**src/rtl/aes_custom_issue_ctrl.sv**
```systemverilog
// aes_custom_issue_ctrl
// Issue controller for custom-0 AES instructions held in decode. Stages
// the 128-bit key and data words from 32-bit register operands, launches
// the AES engine for ENC/DEC, and holds aes_done low so the decode-stage
// scoreboard stalls until the instruction is allowed to retire. RDW reads
// back one 32-bit word of the last engine result.
//
// Optional feature macro: AES_DEC_EN
//   defined   : funct3 = 011 (DEC) starts the engine with eng_mode = 1
//   undefined : funct3 = 011 is illegal and eng_mode is tied to 0
module aes_custom_issue_ctrl #(
    parameter int TIMEOUT     = 64,
    parameter bit RESULT_HOLD = 1'b1
) (
    input  logic         clk,
    input  logic         nrst,
    input  logic [6:0]   op_code,
    input  logic [2:0]   funct3,
    input  logic [6:0]   funct7,
    input  logic [31:0]  rs1_data,
    input  logic         kill,
    input  logic         adv,
    output logic         aes_done,
    output logic [31:0]  rd_data,
    output logic         aes_err,
    output logic         eng_start,
    output logic         eng_mode,
    output logic [127:0] eng_key,
    output logic [127:0] eng_din,
    input  logic         eng_valid,
    input  logic [127:0] eng_dout
);

    localparam logic [6:0] OP_CUSTOM0 = 7'b0001011;

    localparam logic [2:0] F3_KEYW = 3'b000;
    localparam logic [2:0] F3_DATW = 3'b001;
    localparam logic [2:0] F3_ENC  = 3'b010;
    localparam logic [2:0] F3_DEC  = 3'b011;
    localparam logic [2:0] F3_RDW  = 3'b100;

    localparam logic [1:0] ST_IDLE  = 2'd0;
    localparam logic [1:0] ST_START = 2'd1;
    localparam logic [1:0] ST_BUSY  = 2'd2;
    localparam logic [1:0] ST_DONE  = 2'd3;

    // The abort fires on the edge where the counter steps onto this value.
    localparam logic [6:0] CNT_LAST = 7'(TIMEOUT - 1);

`ifdef AES_DEC_EN
    localparam bit DEC_EN = 1'b1;
`else
    localparam bit DEC_EN = 1'b0;
`endif

    logic [1:0]   state_q;
    logic [1:0]   state_d;
    logic [6:0]   cnt_q;
    logic [127:0] result_q;

    logic         hit;
    logic         idle;
    logic         is_start_op;
    logic         is_illegal;
    logic         wr_key;
    logic         wr_dat;
    logic         cnt_expire;
    logic         eng_accept;
    logic [1:0]   word_idx;
    logic [6:0]   bit_base;
    logic         unused_funct7;

    assign hit      = (op_code == OP_CUSTOM0) && !kill;
    assign idle     = (state_q == ST_IDLE);
    assign word_idx = funct7[1:0];
    assign bit_base = {word_idx, 5'd0};

    assign unused_funct7 = ^funct7[6:2];

    assign is_start_op = hit && ((funct3 == F3_ENC) || (DEC_EN && (funct3 == F3_DEC)));
    assign is_illegal  = hit && ((funct3 > F3_RDW) || (!DEC_EN && (funct3 == F3_DEC)));

    assign wr_key = idle && hit && adv && (funct3 == F3_KEYW);
    assign wr_dat = idle && hit && adv && (funct3 == F3_DATW);

    // A completion only counts while the operation is still alive in BUSY;
    // if it coincides with the timeout, the completion takes priority.
    assign cnt_expire = ((cnt_q + 7'd1) == CNT_LAST);
    assign eng_accept = (state_q == ST_BUSY) && !kill && eng_valid;

    // Next-state selection for the ENC/DEC launch sequence
    always_comb begin
        state_d = state_q;
        case (state_q)
            ST_IDLE:  if (is_start_op) state_d = ST_START;
            ST_START: state_d = kill ? ST_IDLE : ST_BUSY;
            ST_BUSY: begin
                if (kill)                         state_d = ST_IDLE;
                else if (eng_valid || cnt_expire) state_d = ST_DONE;
            end
            ST_DONE:  if (adv || kill) state_d = ST_IDLE;
            default:  state_d = ST_IDLE;
        endcase
    end

    // State register, single-cycle start pulse and BUSY cycle counter
    always_ff @(posedge clk or negedge nrst) begin
        if (!nrst) begin
            state_q   <= ST_IDLE;
            eng_start <= 1'b0;
            cnt_q     <= 7'd0;
        end else begin
            state_q   <= state_d;
            eng_start <= (state_q == ST_IDLE) && (state_d == ST_START);
            if (state_q == ST_START)
                cnt_q <= 7'd0;
            else if (state_q == ST_BUSY)
                cnt_q <= cnt_q + 7'd1;
        end
    end

`ifdef AES_DEC_EN
    // Capture the direction of the operation being launched
    always_ff @(posedge clk or negedge nrst) begin
        if (!nrst)
            eng_mode <= 1'b0;
        else if (idle && is_start_op)
            eng_mode <= (funct3 == F3_DEC);
    end
`else
    assign eng_mode = 1'b0;
`endif

    // Key staging register, one 32-bit word per retiring KEYW
    always_ff @(posedge clk or negedge nrst) begin
        if (!nrst)
            eng_key <= '0;
        else if (wr_key)
            eng_key[bit_base +: 32] <= rs1_data;
    end

    // Data-in staging register, one 32-bit word per retiring DATW
    always_ff @(posedge clk or negedge nrst) begin
        if (!nrst)
            eng_din <= '0;
        else if (wr_dat)
            eng_din[bit_base +: 32] <= rs1_data;
    end

    // Result register: loaded only by a completion of a live operation
    always_ff @(posedge clk or negedge nrst) begin
        if (!nrst)
            result_q <= '0;
        else if (eng_accept)
            result_q <= eng_dout;
        else if (!RESULT_HOLD && (wr_key || wr_dat))
            result_q <= '0;
    end

    // Sticky error flag: illegal sub-op retiring, or BUSY timeout abort
    always_ff @(posedge clk or negedge nrst) begin
        if (!nrst)
            aes_err <= 1'b0;
        else if ((idle && is_illegal && adv) ||
                 ((state_q == ST_BUSY) && !kill && !eng_valid && cnt_expire))
            aes_err <= 1'b1;
    end

    // Retire permission seen by the decode scoreboard
    always_comb begin
        aes_done = 1'b1;
        case (state_q)
            ST_IDLE:  aes_done = !is_start_op;
            ST_START: aes_done = 1'b0;
            ST_BUSY:  aes_done = 1'b0;
            ST_DONE:  aes_done = 1'b1;
            default:  aes_done = 1'b1;
        endcase
    end

    // RDW read-back word, zero when no RDW is being decoded
    always_comb begin
        rd_data = 32'd0;
        if (idle && hit && (funct3 == F3_RDW))
            rd_data = result_q[bit_base +: 32];
    end

endmodule

```
**config.mk**
```make
export PLATFORM = sky130hd
export DESIGN_NAME = aes_custom_issue_ctrl
export DESIGN_NICKNAME = d
export VERILOG_FILES = /design/src/rtl/aes_custom_issue_ctrl.sv
export SDC_FILE = /design/constraint.sdc
export NUM_CORES = 1
export LEC_CHECK = 0
export ABC_AREA = 0
export BUFFER_PORTS_ARGS = -buffer_cell sky130_fd_sc_hd__buf_2
export CAP_MARGIN = 15
export CORE_MARGIN = 8
export CORE_UTILIZATION = 23
export DETAILED_ROUTE_END_ITERATION = 12
export GPL_ROUTABILITY_DRIVEN = 0
export GPL_TIMING_DRIVEN = 0
export PLACE_DENSITY = 0.49
export SLEW_MARGIN = 20
export SYNTH_ARGS = -nofsm -noshare
export SYNTH_HDL_FRONTEND = slang
export SYNTH_SLANG_ARGS = --single-unit
```
**constraint.sdc**
```tcl
create_clock -name clk -period 4.2 [get_ports clk]
set_input_delay 0.84 -clock clk [delete_from_list [all_inputs] [get_ports clk]]
set_output_delay 0.84 -clock clk [all_outputs]
set_load 0.1 [all_outputs]
```
Yosys cells after proc, flatten, opt, wreduce, memory -nomap -nowiden
Index checks and enable logic that the tools add are counted.
Widths: inputs -> output; s select.
{"block": "op_classes", "n_addsub": 2, "n_lt_le_gt_ge": 1, "n_eq_ne": 10, "shifts": 3, "n_mux": 12, "n_reduce_logical": 26}
{"cell": "$bwmux 128", "n": 2}
{"cell": "$shift 32x9->128 const A", "n": 1}
{"cell": "$shiftx 128x8->32", "n": 1}
{"cell": "$shiftx 32x9->128", "n": 1}
{"cell": "$mux 32", "n": 1}
{"cell": "$logic_and 1x1->1", "n": 15}
{"cell": "$mux 7", "n": 2}
{"cell": "$mux 2", "n": 5}
{"cell": "$neg 7->9", "n": 1}
{"cell": "$pmux 2 s4", "n": 1}
{"cell": "$add 7x1->7 const B", "n": 1}
{"cell": "$eq 7x4->1 const B", "n": 1}
{"cell": "$eq 7x6->1 const B", "n": 1}
{"cell": "$eq 3x2->1 const B", "n": 2}
{"cell": "$eq 2x1->1 const B", "n": 2}
{"cell": "$eq 2x2->1 const B", "n": 2}
{"cell": "$logic_or 1x1->1", "n": 4}
{"cell": "$eq 3x1->1 const B", "n": 1}
{"cell": "$eq 3x3->1 const B", "n": 1}
{"cell": "$gt 3x3->1 const B", "n": 1}
{"cell": "$logic_not 1->1", "n": 3}
{"cell": "$logic_not 3->1", "n": 1}
{"cell": "$pmux 1 s3", "n": 1}
{"cell": "$logic_not 2->1", "n": 1}
{"cell": "other kinds (2)", "n": 2}
{"block": "totals", "regBits": 395, "input_bits": 182, "output_inout_bits": 292, "elab_cells": 61}

Logic depth before layout (Yosys ltp)
Gate-level depths: netlist of the first run.
{"block": "logic_depth", "word_depth": 8, "mapped_depth": 9, "mapped_depth_nobuf": 7}

Worst setup path after synthesis of the first run
OpenSTA, ideal clock, no wires.
{"block": "synth_path", "path_type": "input -> output", "startpoint": "input port funct7[1]", "endpoint": "output port rd_data[10]", "t_arrival_ns": 2.986, "t_required_ns": 3.360, "slack_ns": 0.374, "path_stages": 4, "path_buffers": 2, "path_cell_list": "clkbuf_1 clkbuf_1 mux4_2 nor2b_1"}
{"block": "synth_via", "elab_chain_cells": 2}
{"item": "start, declared", "line_no": "19", "rtl": "input logic [6:0] funct7,"}
{"item": "$shiftx 128x8->32", "line_no": "185", "rtl": "rd_data = result_q[bit_base +: 32];"}
{"item": "$mux 32", "line_no": "184", "rtl": "if (idle && hit && (funct3 == F3_RDW))"}
{"item": "end, declared", "line_no": "24", "rtl": "output logic [31:0] rd_data,"}
Every way passes these cells.

Worst setup path after layout of the first run
{"block": "layout_path", "startpoint": "register state_q[0]", "endpoint": "output port rd_data[11]"}
{"block": "layout_via", "elab_chain_cells": 4}
{"item": "start, declared", "line_no": "56", "rtl": "logic [1:0] state_q;"}
{"item": "start signal, assigned", "line_no": "113", "rtl": "state_q <= state_d;"}
{"item": "$logic_not 2->1", "line_no": "74", "rtl": "assign idle = (state_q == ST_IDLE);"}
{"item": "$logic_and 1x1->1 (2 in a row)", "line_no": "184"}
{"item": "$mux 32", "line_no": "184"}
Every way passes these cells.

==> flow_summary_export.csv, run 1 <==
group,metric,value,unit
outcome,status,"complete, no violations",
setup_path,endpoint_kind,"output port",
logic_synthesis,yosysSeqAreaShare,58.93,%
drt,wl,71250,µm
layout,layout-drive-gt1-share,41.39,%
logic_synthesis,netlist_area,16770,µm²
place,port_buffers,467,
cts,clk_pin_slew_worst_paths,60,ps
pwr,pwr_density_cell,494.8,nW/µm²
logic_synthesis,synth_nets,1561,
setup_path,critPathSlowestCell,"dfrtp_1",
layout,area_delta_synth_final,31.75,%
cts,cts_made_buffers,49,
timing,hold_viol_final,0,
logic_synthesis,yosys_warnings,0,
floorplan,die_area,81820,µm²
global_routing,grt_overflow_total,0,
global_routing,grt_usage,16.92,%
cts,cts_tree,"built",
cts,worstSkewPairLatency,580,ps
drt,wl_per_cell,24.65,µm
cts,ctsResizeCount,0,
timing,fin_crit_sh,94.97,%
place,place_area,20440,µm²
global_routing,antenna_found_initial,24,
pwr,intPower,8.064,mW
floorplan,ios,474,
pwr,combPwrFrac,16.5,%
drt,dr.pass1.iters,5,
timing,tightestPinTransition,873.2,ps
setup_path,path_cells,"inv_1 > ha_1 > and3b_1 > nand4b_1 > clkbuf_1 > nor2b_1 > clkbuf_4",
pwr,p_clk_share,39.4,%
timing,rsz0062_at_grt,"no",
timing,setup_viol,0,
floorplan,die_w,286.0,µm
pwr,swShare,26.25,%
logic_synthesis,syn_avg_cell_area,12.26,µm²
setup_path,cpPeakStageDelay,450,ps
layout,nFillCells,7575,
logic_synthesis,synth_cell_types,47,
floorplan,die_h,286.0,µm
setup_path,worstPathArrival,3150,ps
drt,via_per_inst,4.558,
logic_synthesis,syn_inst,1368,
logic_synthesis,synth-main-ff-cell,"dfrtp_1",
logic_synthesis,synth_top_cell_by_area,"dfrtp_1",
drt,drtAntennaViolNets,0,
floorplan,start_util,23.11,%
logic_synthesis,synthArstFlopShare,100.0,%
layout,nNetsFinal,2083,
logic_synthesis,synth-seq-cells,395,
timing,skew,25.37,ps
floorplan,rows,99,
cts,ctsHoldBuffers,0,
layout,fin_util,30.44,%
layout,mostFrequentLayoutCells,"buf_2, dfrtp_1, nand2_1",
pwr,p_leak,10.54,nW
cts,post_cts_buffers,0,
worst_hold_path,hold_path_class,"input pin to asynchronous set/reset pin",
place,dp_hpwl,55640,µm
timing,min_period,3989,ps
global_routing,grt_pass1_vias,14310,
flow_run,drv.max_cap_violation_count,0,
pwr,p_sw,2.871,mW
drt,num_vias,13170,
cts,cts_buffer_depth,3,
logic_synthesis,synthTopCellsByArea,"dfrtp_1, mux2_2, o31ai_1",
global_routing,grt_pass1_wl,102800,µm
logic_synthesis,synth_edf_count,0,
global_routing,grt_max_degree,94,
cts,htreeDepth,2,
timing,fin_ws,211.4,ps
setup_path,worst_ep_required_time,3360,ps
pwr,peakVddDrop,0.3184,mV
layout,layout_commonest_cell,"buf_2",
timing,fmax,250.7,MHz
setup_path,cp-start-kind,"flip-flop",
cts,root_buffer,"clkbuf_16",
cts,cts.sinks,395,
layout,finish.instance_area,22100,µm²
timing,slew_violations,0,
place,place_ws,-269.8,ps
pwr,seq_power_share,44.1,%
drt,drtIter0Drc,657,
drt,drcViolationCount,0,
pwr,power,10.93,mW
logic_synthesis,synth_top_area_share,58.93,%
setup_path,crit_type,"flip-flop to output port",
floorplan,core,72590,µm²
place,placedCellCount,2798,
setup_path,worst-path-max-fanout,10,
setup_path,critPathTopFamily,"simple AND/OR/NAND/NOR gates",
timing,relSlewSlack,41.79,%
setup_path,crit_buf_inv,3,
layout,fin_cells,2890,
==> stage by stage <==
stage	setup TNS [ps]	hold slack (ps)
after floorplan	0	473.9
after global placement	-2254080	455.5
after detailed placement	-6844	460.3
after CTS	0	165.7
after global routing	0	197.0
final	0	195.3
==> kinds of logic after synthesis <==
logic type      Yosys count  synth area share (%)
compound gates          283                 12.47
simple gates            403                 11.12
fa+ha+maj                12                0.8803
flops                   395                 58.93
other cells               1               0.02236
xor+xnor                  1               0.05223
mux                     161                 12.95
buf+inv                 112                 3.581
==> routing by layer <==
| metal | share of wire [%] | vias up | track usage, % | routed length, µm |
|---|---|---|---|---|
| li1 | - | 5908 | - | - |
| met1 | 41 | 6623 | 20.45 | 29000 |
| met4 | 2.0 | 30 | 3.539 | 1456 |
| met2 | 48 | 498 | 28.43 | 33920 |
| met3 | 9.4 | 114 | 6.625 | 6705 |
| met5 | 0.24 | - | 0 | 174 |
==> final timing paths <==
check | start | endpoint | slack, ps | depth (start not counted)
hold reg to reg | eng_key[88] | eng_key[88] | 470 | 2
setup reg to reg | state_q[0] | eng_key[16] | 1550 | 8
min in group clk | eng_key[88] | eng_key[88] | 470 | 2
max in group asynchronous | nrst | result_q[69] | 2620 | 3
setup / recovery | state_q[0] | rd_data[11] | 210 | 7
hold / removal | nrst | eng_key[101] | 200 | 1
==> power groups by stage <==
stage	Combinational, mW	Sequential, mW	Clock [mW]
after detailed placement	1.83	4.88	0
after global routing	1.97	4.89	4.57
after global placement	1.77	4.84	0
after CTS	1.84	4.81	4.44
final	1.81	4.82	4.31
after floorplan	1.29	4.76	0
==> synth_stat cells (3+ instances only) <==
library cell and n:
dfrtp_1 395, nand3_4 8, buf_2 26, mux2_2 128
nand2b_1 35, nor2b_1 35, nor2_1 7, nand2_1 300
a21oi_1 6, nor3_1 3, clkbuf_1 54, nand3_1 3
inv_1 9, o21ai_0 64, mux4_2 32, buf_6 19
o31ai_1 165, ha_1 11, o21ai_1 7, o31ai_2 30
==> cell type report <==
type / instances / area [µm²] / share of cell area, %
diodes: 8 / 20.02 / 0.09060
repair buffers: 471 / 2467 / 11.17
clock buffers: 71 / 1451 / 6.568
well taps: 959 / 1200 / 5.430
multi-input cells: 861 / 6292 / 28.48
inverters: 9 / 33.78 / 0.1529
flip-flops and latches: 395 / 9884 / 44.73
clock inverters: 13 / 178.9 / 0.8097
plain buffers: 103 / 569.3 / 2.576
==> state kept, by name, summed over array words and instances (netlist names) <==
| register | cells |
|---|---|
| eng_din | 128 |
| eng_key | 128 |
| result_q | 128 |
| cnt_q | 7 |
| state_q | 2 |
| aes_err | 1 |
| eng_start | 1 |
==> worst reg2reg max path, cell delays in order (launching register included) <==
cell	delay [ps]
dfrtp_1	460
inv_1	100
ha_1	300
and2_1	190
and4b_1	260
buf_6	190
nand3_4	180
clkbuf_1	600
o21ai_0	230
(Power assumes the default switching activity.)
==> run 2: changes to the inputs <==
==> constraint.sdc (replaced) <==
create_clock -name clk -period 3.9 [get_ports clk]
set_input_delay 0.78 -clock clk [delete_from_list [all_inputs] [get_ports clk]]
set_output_delay 0.78 -clock clk [all_outputs]
set_load 0.1 [all_outputs]
==> run 2 against run 1 <==
Against the previous run: global-route usage is essentially flat; clock-buffer cell count is the same; largest cell class unchanged; clock power grew 7.9%; flip-flop and latch count is the same; clock skew grew 1.8 ps; routed wire length is essentially flat; first-iteration DRC count grew 4.0%; non-clock buffer count grew 1; via count grew 0.27%; critical path depth shrank 1; combinational power grew 8%; critical path type is now input pin to output port; sequential share of layout area shrank 0.14 points.
==> flow_summary_export.csv, run 2 (same netlist as run 1, synthesis figures left out) <==
group,metric,value,unit
outcome,status,"complete, no violations",
drt,via_per_inst,4.569,
cts,htreeDepth,2,
timing,setup-tns-final,0,ps
pwr,pwr_density_cell,531.5,nW/µm²
layout,nNetsFinal,2084,
cts,clk_pin_slew_worst_paths,60,ps
global_routing,antenna_found_initial,24,
layout,finish.instance_area,22170,µm²
drt,drtIter0Drc,683,
cts,root_buffer,"clkbuf_16",
drt,drtAntennaViolNets,0,
drt,wl_per_cell,24.67,µm
floorplan,die_h,286.0,µm
cts,ctsHoldBuffers,0,
worst_hold_path,hold_path_class,"input pin to asynchronous set/reset pin",
place,dp_hpwl,55640,µm
global_routing,grt_pass1_vias,14300,
timing,hold_viol_final,0,
pwr,swShare,26.28,%
pwr,p_clk_share,39.4,%
setup_path,worst_ep_required_time,3120,ps
global_routing,grt_pass1_wl,102800,µm
drt,dr.pass1.iters,5,
place,placedCellCount,2798,
timing,fmax,273.1,MHz
pwr,peakVddDrop,0.3439,mV
setup_path,critPathLaunch,"funct7[1]",
setup_path,r2r-start,"state_q[0]",
setup_path,cp-start-kind,"input pin",
global_routing,grt_overflow_total,0,
timing,slew_violations,0,
layout,reg_top3,"eng_din x128, eng_key x128, result_q x128",
timing,relSlewSlack,41.52,%
layout,layout-drive-gt1-share,41.63,%
cts,cts_tree,"built",
timing,whs,136.1,ps
floorplan,die_area,81820,µm²
layout,fin_cells,2891,
place,port_buffers,467,
pwr,p_leak,10.55,nW
global_routing,grt_usage,16.92,%
pwr,combPwrFrac,16.5,%
cts,cts_buffer_depth,3,
drt,drcViolationCount,0,
timing,fin_crit_sh,93.90,%
setup_path,worst-path-max-fanout,10,
timing,min_period,3662,ps
cts,worstSkewPairLatency,590,ps
floorplan,ios,474,
setup_path,endpoint_kind,"output port",
pwr,intPower,8.685,mW
timing,tightestPinTransition,877.1,ps
global_routing,grt_max_degree,94,
place,place_area,20440,µm²
floorplan,rows,99,
floorplan,start_util,23.11,%
layout,fin_util,30.54,%
pwr,p_sw,3.096,mW
floorplan,die_w,286.0,µm
layout,area_delta_synth_final,32.15,%
layout,layout_commonest_cell,"buf_2",
timing,skew,27.16,ps
cts,cts_made_buffers,49,
timing,rsz0062_at_grt,"no",
timing,setup_viol,0,
layout,mostFrequentLayoutCells,"buf_2, dfrtp_1, nand2_1",
cts,cts.sinks,395,
flow_run,drv.max_cap_violation_count,0,
floorplan,core,72590,µm²
setup_path,crit_type,"input pin to output port",
pwr,seq_power_share,44.0,%
drt,num_vias,13210,
drt,wl,71310,µm
setup_path,worstPathArrival,2880,ps
run 2: cell types whose count changed in the layout (fill, tap and decap cells not counted), sizes merged:
cell and change:
buf -5, clkdlybuf4s15 +1, clkbuf +5
run 2: final timing paths:
kind / to / slack, ps / cells past startpoint
worst max-delay path: rd_data[15] / 240 / 6
worst max register to register: eng_key[16] / 1230 / 8
worst min register to register: eng_key[88] / 470 / 2
worst min-delay path: eng_din[102] / 140 / 1
min in group clk: result_q[96] / 420 / 2
max in group asynchronous: result_q[69] / 2380 / 3
run 2: what timing repair did:
item / in CTS / in global routing
setup endpoints to repair: 22 / 37
resized for setup: 15 / 19
buffers inserted: 0 / 1
run 2: area by class of cell:
type,instances,area [µm²]
Antenna cell,8,20.02
Buffer,103,579.3
Clock buffer,71,1451
Clock inverter,13,178.9
Fill cell,7566,50420
Inverter,9,33.78
Multi-Input combinational cell,861,6295
Sequential cell,395,9884
Tap cell,959,1200
Timing Repair Buffer,472,2522
run 2: power by group through the flow:
stage               clock [mW]  sequential (mW)  combinational [mW]
global placement             0             5.22                1.91
floorplan                    0             5.13                1.39
finish                    4.65             5.19                1.95
CTS                       4.78             5.19                1.98
global route              4.92             5.27                2.12
detailed placement           0             5.26                1.97
run 2: worst max-delay path: stages:
cell,delay (ps)
buf_2,150
clkbuf_1,280
clkbuf_1,650
mux4_2,410
nor2b_1,150
buf_2,440
run 2: per-layer routing:
layer	vias to the layer above	wire length, µm	part of all wire [%]	GRT usage (%)
met5	-	174	0.24	0
met4	30	1292	1.8	3.375
met3	111	6681	9.4	6.633
met2	505	34060	48	28.51
met1	6652	29100	41	20.46
li1	5911	-	-	-
run 2: through the flow:
step,worst slack [ps],power (mW)
CTS,3.656,11.95
global route,93.71,12.31
floorplan,194.1,6.522
finish,237.9,11.78
global placement,-5975,7.122
detailed placement,-509.8,7.230
==> run 3: changes to the inputs <==
--- a/config.mk
+++ b/config.mk
@@ -5,7 +5,7 @@
 export SDC_FILE = /design/constraint.sdc
 export NUM_CORES = 1
 export LEC_CHECK = 0
-export ABC_AREA = 0
+export ABC_AREA = 1
 export BUFFER_PORTS_ARGS = -buffer_cell sky130_fd_sc_hd__buf_2
 export CAP_MARGIN = 15
 export CORE_MARGIN = 8
==> run 3 against run 2 <==
Against the previous run: sequential power barely moved; clock power hardly changed; non-clock buffer count grew 2.
==> flow_summary_export.csv, run 3 <==
group,metric,value,unit
cts,worstSkewPairLatency,590,ps
cts,cts_tree,"built",
layout,nNetsFinal,2396,
pwr,combPwrFrac,14.1,%
layout,area_delta_synth_final,31.76,%
cts,cts_made_buffers,47,
floorplan,die_h,287.5,µm
layout,fin_cells,3216,
timing,hold_viol_final,0,
logic_synthesis,synth_top_family_by_area,"simple AND/OR/NAND/NOR gates",
floorplan,rows,99,
layout,layout-drive-gt1-share,36.07,%
worst_hold_path,hold_path_class,"input pin to asynchronous set/reset pin",
logic_synthesis,synth_commonest_cells,"nand2_1, dfrtp_1, o21ai_1, nor2_1, mux2_2",
global_routing,grt_overflow_total,0,
pwr,swShare,26.99,%
logic_synthesis,synth_edf_count,0,
logic_synthesis,yosysMostFrequentCell,"nand2_1",
setup_path,endpoint_kind,"output port",
global_routing,grt_use_met1,19.38,%
pwr,power,11.45,mW
cts,ctsHoldBuffers,0,
setup_path,path_cells,"buf_2 > inv_1 > clkbuf_1 > clkbuf_1 > o21ai_0 > a21oi_1 > buf_2",
logic_synthesis,syn_avg_cell_area,10.08,µm²
pwr,intPower,8.357,mW
layout,mostFrequentLayoutCells,"buf_2, nand2_1, dfrtp_1",
logic_synthesis,synthXorXnorAreaFrac,0,%
logic_synthesis,synth_simple_gate_area_share,14.68,%
logic_synthesis,syn_inst,1681,
logic_synthesis,synth_top_area_share,58.31,%
timing,rsz0062_at_grt,"no",
drt,dr.pass1.iters,7,
drt,drtIter0Drc,778,
setup_path,worst-path-max-fanout,10,
global_routing,grt_use_met2,29.21,%
timing,min_period,3703,ps
drt,drcViolationCount,0,
floorplan,core,72960,µm²
floorplan,ios,474,
timing,fin_crit_sh,94.95,%
logic_synthesis,synth-compound-area-share,11.78,%
pwr,p_clk_share,40.7,%
logic_synthesis,yosysSeqAreaShare,58.31,%
pwr,pwr_density_cell,512.5,nW/µm²
timing,setup_viol,0,
layout,reg_top3,"eng_din x128, eng_key x128, result_q x128",
global_routing,grt_pass1_vias,15340,
cts,htreeDepth,2,
logic_synthesis,synth_top_cell_by_area,"dfrtp_1",
logic_synthesis,synth-seq-cells,395,
floorplan,die_w,287.5,µm
layout,layout_commonest_cell,"buf_2",
drt,num_vias,14390,
setup_path,cpPeakStageDelay,460,ps
cts,cts.sinks,395,
global_routing,grt_util_met3,5.842,%
drt,via_per_inst,4.475,
logic_synthesis,synthTopCellsByArea,"dfrtp_1, nand2_1, mux2_2",
global_routing,antenna_found_initial,31,
layout,nFillCells,7655,
logic_synthesis,synth-adder-area-share,0.8119,%
timing,fmax,270.1,MHz
pwr,seq_power_share,45.2,%
global_routing,grt_pass1_wl,103800,µm
pwr,p_sw,3.090,mW
pwr,peakVddDrop,0.3696,mV
outcome,status,"complete, no violations",
timing,relSlewSlack,41.29,%
setup_path,critPathTopFamily,"buffers and inverters",
global_routing,grt_max_degree,99,
logic_synthesis,synth_nets,1874,
place,dp_hpwl,56050,µm
logic_synthesis,synth_cell_types,32,
global_routing,grt_usage,16.67,%
timing,tightestPinTransition,877.5,ps
setup_path,critPathSlowestCell,"clkbuf_1",
drt,wl,71200,µm
place,port_buffers,467,
logic_synthesis,synth-main-ff-cell,"dfrtp_1",
cts,clk_pin_slew_worst_paths,60,ps
timing,skew,27.06,ps
floorplan,start_util,23.24,%
setup_path,crit_buf_inv,5,
place,placedCellCount,3111,
global_routing,top_usage_layer,"met2",
pwr,p_leak,10.97,nW
logic_synthesis,synthArstFlopShare,100.0,%
cts,root_buffer,"clkbuf_16",
logic_synthesis,netlist_area,16950,µm²
timing,slew_violations,0,
drt,wl_per_cell,22.14,µm
floorplan,die_area,82650,µm²
setup_path,cp-start-kind,"input pin",
setup_path,worstPathArrival,2920,ps
flow_run,drv.max_cap_violation_count,0,
logic_synthesis,synth.mux.area_fraction,8.502,%
cts,cts_buffer_depth,3,
layout,fin_util,30.62,%
setup_path,worst_ep_required_time,3120,ps
drt,drtAntennaViolNets,0,
timing,setup-tns-final,0,ps
logic_synthesis,yosys_warnings,0,
setup_path,crit_type,"input pin to output port",
## run 3: timing repair
item / in CTS / in global routing
setup buffers: 2 / 0
endpoints found under the hold margin: 0 / 0
resized for setup: 4 / 10
endpoints found under the setup margin: 60 / 9
## run 3: final timing paths
check | start | endpoint | slack, ps | cells after the start
max | funct7[0] | rd_data[10] | 200 | 7
min | nrst | eng_din[47] | 120 | 1
max reg2reg | state_q[0] | result_q[86] | 1570 | 8
min reg2reg | eng_din[60] | eng_din[60] | 470 | 2
max in group asynchronous | nrst | state_q[1] | 2360 | 3
min in group clk | eng_dout[125] | result_q[125] | 440 | 2
## run 3: layout make-up
cell class / instances / area [µm²] / share of cell area, %
Multi-Input combinational cell: 1123 / 6071 / 27.18
Clock inverter: 19 / 274.0 / 1.227
Clock buffer: 67 / 1381 / 6.184
Antenna cell: 17 / 42.54 / 0.1905
Inverter: 59 / 221.5 / 0.9915
Sequential cell: 395 / 9884 / 44.25
Timing Repair Buffer: 473 / 2475 / 11.08
Tap cell: 959 / 1200 / 5.372
Buffer: 104 / 787.0 / 3.523
## run 3: through the flow
stage          hold slack, ps  setup slack (ps)  instance area, µm²
2_1_floorplan           473.9             78.97               16950
3_3_place_gp            465.4             -5959               20490
3_5_place_dp            463.3            -949.3               20610
4_1_cts                 99.55             13.25               22290
5_1_grt                 121.2             61.28               22310
6_report                116.1             197.0               22340
## run 3: worst reg2reg max path, delay by kind of cell, from the launching register on
family                   cells  cell delay (ps)
flip-flops                   1              440
buffers and inverters        4             1010
adder cells (fa/ha/maj)      1              210
AND/OR/NAND/NOR              2              180
multiplexers                 1              390
## run 3: cell families after synthesis
group | Yosys count
buffers and inverters | 163
AND/OR/NAND/NOR | 615
adder cells (fa/ha/maj) | 11
other | 1
multiplexers | 128
AO/OA/AOI/OAI | 368
flip-flops | 395
## run 3: power groups by stage
stage	Sequential (mW)	Combinational [mW]	Clock, mW
detailed placement	5.24	1.63	0
global placement	5.21	1.57	0
finish	5.18	1.61	4.66
floorplan	5.13	1.09	0
global route	5.25	1.80	4.96
CTS	5.17	1.64	4.79
## run 3: routing by layer
layer | up-vias | part of all wire, %
met2 | 515 | 49
met4 | 30 | 2.0
met5 | - | 0.27
li1 | 6614 | -
met1 | 7120 | 40
met3 | 113 | 8.8
